`src/rtl/decode_stage.sv`:
```
// decode_stage: single-entry decode/register-read pipeline stage.
//
// Decodes the fetch slot into ControlUnit control bits and a sign-extended
// immediate, reads two operands from an NREG x XLEN register file and
// captures everything into one output register handed to EX.
//
// Ports:
//   clk, rst            clock, synchronous active-high reset
//   id_valid_in/idata/pc  fetch slot; id_ready_out = slot accepted this cycle
//   id_flush_in         EX redirect, squashes the stage
//   ex_ready_in         EX consumes the output register this cycle
//   wb_reg_wr_in/rd/data  writeback write port
//   id_valid_out, id_ctrl_out, id_rv1/rv2/imm/pc_out, id_rd_out, id_func3_out
//                       registered decode results
//   id_dbg_out          combinational contents of register DBG_REG
//
// Control word {alu_src, alu_op, branch, reginsel, dwe, mem_reg, reg_wr}:
//   OP      alu_op={f7[5],f3}, reg_wr
//   OP-IMM  alu_src=01, alu_op={f7[5]&(f3==101),f3}, reg_wr
//   LOAD    alu_src=01, mem_reg, reg_wr
//   STORE   alu_src=01, dwe=0001/0011/1111 for byte/half/word
//   BRANCH  branch=01
//   JAL     branch=10, reginsel=01 (pc+4), reg_wr
//   JALR    branch=11, alu_src=01, reginsel=01, reg_wr
//   LUI     alu_src=01, reginsel=10 (imm), reg_wr
//   AUIPC   alu_src=11 (pc+imm), reg_wr
//   other   all zero
//
// Optional macro DECODE_WB_BYPASS_EN: operand reads see a same-cycle
// writeback; without it they return the pre-write register value.
module decode_stage #(
  parameter int XLEN    = 32,
  parameter int NREG    = 32,
  parameter int DBG_REG = 31
) (
  input  logic            clk,
  input  logic            rst,
  input  logic            id_valid_in,
  input  logic [31:0]     id_idata_in,
  input  logic [XLEN-1:0] id_pc_in,
  output logic            id_ready_out,
  input  logic            id_flush_in,
  input  logic            ex_ready_in,
  input  logic            wb_reg_wr_in,
  input  logic [4:0]      wb_rd_in,
  input  logic [XLEN-1:0] wb_data_in,
  output logic            id_valid_out,
  output logic [15:0]     id_ctrl_out,
  output logic [XLEN-1:0] id_rv1_out,
  output logic [XLEN-1:0] id_rv2_out,
  output logic [XLEN-1:0] id_imm_out,
  output logic [XLEN-1:0] id_pc_out,
  output logic [4:0]      id_rd_out,
  output logic [2:0]      id_func3_out,
  output logic [XLEN-1:0] id_dbg_out
);
  localparam int AW = $clog2(NREG);

  typedef struct packed {
    logic [1:0] alu_src;
    logic [3:0] alu_op;
    logic [1:0] branch;
    logic [1:0] reginsel;
    logic [3:0] dwe;
    logic       mem_reg;
    logic       reg_wr;
  } ctrl_t;

  logic [XLEN-1:0] rf [NREG];

  logic [6:0]  opc;
  logic [2:0]  f3;
  logic [4:0]  rs1, rs2;
  ctrl_t       ctl;
  logic [31:0] imm32;
  logic [XLEN-1:0] imm, rv1_raw, rv2_raw, rv1, rv2;
  logic        wb_we, hazard, load;

  assign opc = id_idata_in[6:0];
  assign f3  = id_idata_in[14:12];
  assign rs1 = id_idata_in[19:15];
  assign rs2 = id_idata_in[24:20];

  always_comb begin
    ctl   = '0;
    imm32 = '0;
    case (opc)
      7'b0110011: begin
        ctl.alu_op = {id_idata_in[30], f3};
        ctl.reg_wr = 1'b1;
      end
      7'b0010011: begin
        ctl.alu_src = 2'b01;
        ctl.alu_op  = {id_idata_in[30] & (f3 == 3'b101), f3};
        ctl.reg_wr  = 1'b1;
        imm32       = {{20{id_idata_in[31]}}, id_idata_in[31:20]};
      end
      7'b0000011: begin
        ctl.alu_src = 2'b01;
        ctl.mem_reg = 1'b1;
        ctl.reg_wr  = 1'b1;
        imm32       = {{20{id_idata_in[31]}}, id_idata_in[31:20]};
      end
      7'b0100011: begin
        ctl.alu_src = 2'b01;
        case (f3[1:0])
          2'b00:   ctl.dwe = 4'b0001;
          2'b01:   ctl.dwe = 4'b0011;
          default: ctl.dwe = 4'b1111;
        endcase
        imm32 = {{20{id_idata_in[31]}}, id_idata_in[31:25], id_idata_in[11:7]};
      end
      7'b1100011: begin
        ctl.branch = 2'b01;
        imm32 = {{19{id_idata_in[31]}}, id_idata_in[31], id_idata_in[7],
                 id_idata_in[30:25], id_idata_in[11:8], 1'b0};
      end
      7'b1101111: begin
        ctl.branch   = 2'b10;
        ctl.reginsel = 2'b01;
        ctl.reg_wr   = 1'b1;
        imm32 = {{11{id_idata_in[31]}}, id_idata_in[31], id_idata_in[19:12],
                 id_idata_in[20], id_idata_in[30:21], 1'b0};
      end
      7'b1100111: begin
        ctl.branch   = 2'b11;
        ctl.alu_src  = 2'b01;
        ctl.reginsel = 2'b01;
        ctl.reg_wr   = 1'b1;
        imm32 = {{20{id_idata_in[31]}}, id_idata_in[31:20]};
      end
      7'b0110111: begin
        ctl.alu_src  = 2'b01;
        ctl.reginsel = 2'b10;
        ctl.reg_wr   = 1'b1;
        imm32 = {id_idata_in[31:12], 12'b0};
      end
      7'b0010111: begin
        ctl.alu_src = 2'b11;
        ctl.reg_wr  = 1'b1;
        imm32 = {id_idata_in[31:12], 12'b0};
      end
      default: ;
    endcase
  end

  // Every format carries its sign in bit 31, so a signed widen is enough.
  assign imm = XLEN'($signed(imm32));

  // Indices past NREG read as zero and are never written.
  assign rv1_raw = (int'(rs1) < NREG) ? rf[rs1[AW-1:0]] : '0;
  assign rv2_raw = (int'(rs2) < NREG) ? rf[rs2[AW-1:0]] : '0;
  assign wb_we   = wb_reg_wr_in && (wb_rd_in != 5'd0) && (int'(wb_rd_in) < NREG);

`ifdef DECODE_WB_BYPASS_EN
  assign rv1 = (wb_we && wb_rd_in == rs1) ? wb_data_in : rv1_raw;
  assign rv2 = (wb_we && wb_rd_in == rs2) ? wb_data_in : rv2_raw;
`else
  assign rv1 = rv1_raw;
  assign rv2 = rv2_raw;
`endif

  assign id_dbg_out = rf[AW'(DBG_REG)];

  // Load-use: the load in the output register has no data yet. rs fields
  // are compared for every format; a false match only costs one bubble.
  assign hazard = id_valid_out && id_ctrl_out[1] && id_ctrl_out[0] &&
                  (id_rd_out != 5'd0) && (rs1 == id_rd_out || rs2 == id_rd_out);

  assign id_ready_out = (!id_valid_out || ex_ready_in) && !hazard && !id_flush_in;
  assign load         = id_valid_in && id_ready_out;

  // Writes ignore stall and flush; only reset blocks them.
  always_ff @(posedge clk) begin
    if (rst) begin
      for (int i = 0; i < NREG; i++) rf[i] <= '0;
    end else if (wb_we) begin
      rf[wb_rd_in[AW-1:0]] <= wb_data_in;
    end
  end

  always_ff @(posedge clk) begin
    if (rst) begin
      id_valid_out <= 1'b0;
      id_ctrl_out  <= '0;
      id_rv1_out   <= '0;
      id_rv2_out   <= '0;
      id_imm_out   <= '0;
      id_pc_out    <= '0;
      id_rd_out    <= '0;
      id_func3_out <= '0;
    end else if (id_flush_in) begin
      id_valid_out <= 1'b0;
    end else if (load) begin
      id_valid_out <= 1'b1;
      id_ctrl_out  <= ctl;
      id_rv1_out   <= rv1;
      id_rv2_out   <= rv2;
      id_imm_out   <= imm;
      id_pc_out    <= id_pc_in;
      id_rd_out    <= id_idata_in[11:7];
      id_func3_out <= f3;
    end else if (ex_ready_in) begin
      id_valid_out <= 1'b0;
    end
  end

endmodule

```
`config.mk`:
```
export PLATFORM = sky130hd
export DESIGN_NAME = decode_stage
export DESIGN_NICKNAME = d
export VERILOG_FILES = /design/src/rtl/decode_stage.sv
export SDC_FILE = /design/constraint.sdc
export NUM_CORES = 2
export LEC_CHECK = 0
export BUFFER_PORTS_ARGS = -buffer_cell sky130_fd_sc_hd__buf_2
export CAP_MARGIN = 25
export CORE_MARGIN = 2
export CORE_UTILIZATION = 60
export CTS_CLUSTER_SIZE = 12
export DETAILED_ROUTE_END_ITERATION = 6
export PLACE_DENSITY = 0.78
export REMOVE_ABC_BUFFERS = 1
export SETUP_SLACK_MARGIN = 0.1
export SLEW_MARGIN = 10
export SYNTH_ARGS = -nofsm -noshare
export SYNTH_HDL_FRONTEND = slang
export SYNTH_SLANG_ARGS = --single-unit
```
`constraint.sdc`:
```
create_clock -name clk -period 5.4 [get_ports clk]
set_input_delay 1.08 -clock clk [delete_from_list [all_inputs] [get_ports clk]]
set_output_delay 1.08 -clock clk [all_outputs]
set_load 0.01 [all_outputs]
```
==> reports/qor.json <==
{
  "cts": {
    "clock_latency_late_sink_ns": 0.77,
    "clock_path_buffers": 3,
    "path_clk_slew_ns": 0.06,
    "holdBufCountCts": 0,
    "post_cts_resized": 0,
    "htree_levels": 3,
    "cts_tree": "built",
    "cts_root_buf": "sky130_fd_sc_hd__clkbuf_16",
    "cts_made_buffers": 119,
    "cts.sinks": 1176,
    "cts_post_setup_buffers_inserted": 0
  },
  "placed_design": {
    "global_placement_routability_congestion": 0.922,
    "dp_worst_setup_slack_ns": 1.18,
    "portbufs": 292,
    "dp.final_hpwl_um": 126000,
    "dp.cells": 6155
  },
  "detailed_routing": {
    "remaining_drc_errors": 0,
    "vias": 44458,
    "drt_iter0_drc": 6769,
    "drt-vias-per-instance": 6.96,
    "wl_per_cell_um": 32.6,
    "postRouteWirelength_um": 208000,
    "ant_nets": 0,
    "drtPass1Iterations": 7
  },
  "logic_synthesis": {
    "synthesis.area_per_instance_um2": 12.9,
    "postSynth.asyncResetShare_pct": 0,
    "synth-edff-count": 1024,
    "synth-main-ff-cell": "sky130_fd_sc_hd__edfxtp_1",
    "ys_ff_latch": 1176,
    "post_synth_instance_area_mm2": 0.0616,
    "synthCells": 4787,
    "yosysTopAreaCell": "sky130_fd_sc_hd__edfxtp_1",
    "synth_area_leaders": "sky130_fd_sc_hd__edfxtp_1 50%, sky130_fd_sc_hd__mux2i_1 11%, sky130_fd_sc_hd__and2_1 10%",
    "unique_masters_post_synth": 58,
    "post-synth-top-area-fraction_pct": 49.9,
    "synth-seq-area-share_pct": 54.8,
    "ys.warnings.count": 0
  },
  "global_routing": {
    "grt_pass1_wl_um": 298000,
    "grt_max_degree": 97,
    "global_route.usage.total_pct": 38.9,
    "grt_overflow_total": 0,
    "grt_pass1_vias": 43735,
    "antenna_found_initial": 20
  },
  "die": {
    "design.portCount": 293,
    "die_w_um": 325,
    "design.die.area_mm2": 0.105,
    "row_count": 117,
    "design.core.area_mm2": 0.102,
    "die_h_um": 325,
    "initial_standard_cell_utilization_of_the_core_pct": 60.5
  },
  "sta": {
    "max-slew-margin-rel_pct": 18.7,
    "finalCritPeriodShare_pct": 69.4,
    "clock.fmax_mhz": 267,
    "setup_repair_after_global_routing_missed_its_margin": "false",
    "final_period_minus_worst_setup_slack_ns": 3.75,
    "timing.hold.ws_ns": 0.452,
    "final_setup_violation_count": 0,
    "timing.final.max_slew_violations": 0,
    "final_hold_viol_count": 0,
    "timing.clock.skew_ns": 0.0381,
    "worst_margin_slew_ns": 1.21,
    "layout_setup_ws_ns": 1.65
  },
  "finish": {
    "area_growth_pct": 11.8,
    "finalNonFillerCells": 6392,
    "layout-drive-gt1-share_pct": 19.6,
    "final_nets": 5016
  },
  "worst_setup_path": {
    "timing.critical_path.required_ns": 4.32,
    "endpoint_kind": "primary output",
    "classification_of_the_worst_setup_path": "reg -> out",
    "worstSetupStartpointType": "flip-flop",
    "critical_path.max_fanout": 26,
    "worst_ep_arrival_time_ns": 2.67,
    "path_buf_inv": 2,
    "critical-path-top-delay-family": "simple AND/OR/NAND/NOR gates",
    "cell_with_the_biggest_individual_delay_on_the_critical_path": "sky130_fd_sc_hd__or4_4",
    "crit_path_cell_trace": "or4_4, o2111a_1, buf_4, a21boi_0, buf_2",
    "regToRegSetupSlack_ns": 2.43,
    "slowest_delay_ns": 0.57
  },
  "pwr": {
    "share_clk_of_total_power_pct": 38.0,
    "ir_worst_vdd_uv": 271,
    "power.switching_mw": 5.56,
    "p_int_mw": 15.8,
    "design_power_total_mw": 21.4,
    "p_leak_nw": 26.1,
    "powerDensity_mw_per_mm2": 311,
    "power.sequential.fraction_pct": 50.0,
    "p_sw_share_pct": 26.0,
    "share_comb_of_total_power_pct": 12.1
  },
  "run": {
    "drv.max_cap_violation_count": 0
  },
  "hold_path": {
    "min_path_type": "reg -> reg"
  },
  "outcome": {
    "run_status": "completed"
  }
}
-- power by group through the flow --
stage	Clock [mW]	Combinational [mW]	Sequential, mW
after floorplan	0	1.28	10.8
after global placement	0	2.46	10.8
after detailed placement	0	2.50	10.9
after CTS	8.12	2.52	10.7
after global routing	8.47	2.67	10.7
final	8.13	2.58	10.7
-- metrics by stage --
step	area (µm²)	utilization (%)	setup TNS, ns
floorplan	59500	-	-544.70
global route	68900	67.6	0
CTS	68900	67.6	0
finish	68900	67.6	0
global placement	65000	63.8	0
detailed placement	65100	63.9	0
-- sequential cells by signal, summed over array words and instances (netlist names) --
signal / flops
rf: 1024
id_imm_out: 32
id_pc_out: 32
id_rv1_out: 32
id_rv2_out: 32
id_ctrl_out: 15
id_rd_out: 5
id_func3_out: 3
id_valid_out: 1
-- synth_stat cells (15+ instances only) --
| master | count |
|---|---|
| sky130_fd_sc_hd__a22oi_1 | 210 |
| sky130_fd_sc_hd__nand2_1 | 230 |
| sky130_fd_sc_hd__nor2_1 | 101 |
| sky130_fd_sc_hd__nor3_1 | 37 |
| sky130_fd_sc_hd__buf_1 | 19 |
| sky130_fd_sc_hd__o21ai_0 | 43 |
| sky130_fd_sc_hd__edfxtp_1 | 1024 |
| sky130_fd_sc_hd__buf_2 | 63 |
| sky130_fd_sc_hd__dfxtp_1 | 152 |
| sky130_fd_sc_hd__a221oi_2 | 49 |
| sky130_fd_sc_hd__buf_4 | 55 |
| sky130_fd_sc_hd__inv_1 | 24 |
| sky130_fd_sc_hd__and4_1 | 27 |
| sky130_fd_sc_hd__a211oi_1 | 34 |
| sky130_fd_sc_hd__a22o_1 | 47 |
| sky130_fd_sc_hd__mux2i_1 | 705 |
| sky130_fd_sc_hd__mux4_2 | 220 |
| sky130_fd_sc_hd__clkbuf_1 | 337 |
| sky130_fd_sc_hd__o22ai_1 | 28 |
| sky130_fd_sc_hd__and2_1 | 997 |
| sky130_fd_sc_hd__and3_1 | 40 |
| sky130_fd_sc_hd__a221oi_1 | 15 |
| sky130_fd_sc_hd__nand3_1 | 123 |
| sky130_fd_sc_hd__a21oi_1 | 102 |
-- tightest hold or removal path, delay by kind of cell (launching register included) --
family | cells | cell delay [ns]
simple gates | 1 | 0.05
flops | 1 | 0.31
mux | 1 | 0.05
-- kinds of logic (layout without fill, tap and decap cells) --
| logic type | Yosys count | in the layout | share of synthesized area (%) |
|---|---|---|---|
| buffers and inverters | 513 | 709 | 3.78 |
| multiplexers | 927 | 927 | 19.5 |
| AND/OR/NAND/NOR | 1592 | 1592 | 14.7 |
| AO/OA/AOI/OAI | 568 | 568 | 7.05 |
| flip-flops | 1176 | 1176 | 54.8 |
| XOR/XNOR | 10 | 10 | 0.142 |
| other | 1 | 42 | 0.00608 |
-- final cells by class --
cell class / count / area (µm²)
sequential: 1176 / 33800
fill: 7198 / 33000
multi-input combinational: 3129 / 26200
clock buffer: 200 / 3570
timing repair buffer: 458 / 3290
tap: 1368 / 1710
clock inverter: 26 / 238
inverter: 25 / 98.8
antenna: 10 / 25.0
-- layer usage --
metal | up-vias | GRT usage [%] | wire (µm)
met4 | 10 | 23.3 | 14200
met1 | 21927 | 49.1 | 70500
met2 | 3644 | 59.5 | 94000
met5 | - | 0 | 80
met3 | 815 | 11.5 | 29400
li1 | 18062 | - | -
-- path summary, 6_finish.rpt --
| path | start | to | depth (start not counted) |
|---|---|---|---|
| setup / recovery | id_rd_out[0] | id_ready_out | 5 |
| hold / removal | id_pc_out[4] | id_pc_out[4] | 2 |
| setup reg to reg | id_rd_out[0] | id_pc_out[16] | 6 |
| hold reg to reg | id_pc_out[4] | id_pc_out[4] | 2 |
-- layout by cell type (no fill, tap or decap), types with 34 or more instances in the layout --
master / count
sky130_fd_sc_hd__and3_1: 40
sky130_fd_sc_hd__mux4_2: 220
sky130_fd_sc_hd__nor2_1: 65
sky130_fd_sc_hd__dfxtp_1: 152
sky130_fd_sc_hd__buf_12: 37
sky130_fd_sc_hd__nor3_1: 37
sky130_fd_sc_hd__a22oi_1: 210
sky130_fd_sc_hd__mux2i_1: 705
sky130_fd_sc_hd__nand3_1: 123
sky130_fd_sc_hd__buf_2: 286
sky130_fd_sc_hd__a22o_1: 47
sky130_fd_sc_hd__buf_4: 127
sky130_fd_sc_hd__clkbuf_1: 54
sky130_fd_sc_hd__a21oi_1: 102
sky130_fd_sc_hd__a221oi_2: 49
sky130_fd_sc_hd__clkbuf_16: 121
sky130_fd_sc_hd__a211oi_1: 34
sky130_fd_sc_hd__nand2_1: 229
sky130_fd_sc_hd__and2_1: 995
sky130_fd_sc_hd__edfxtp_1: 1024
Note: power is estimated with default switching activity, not from simulation.
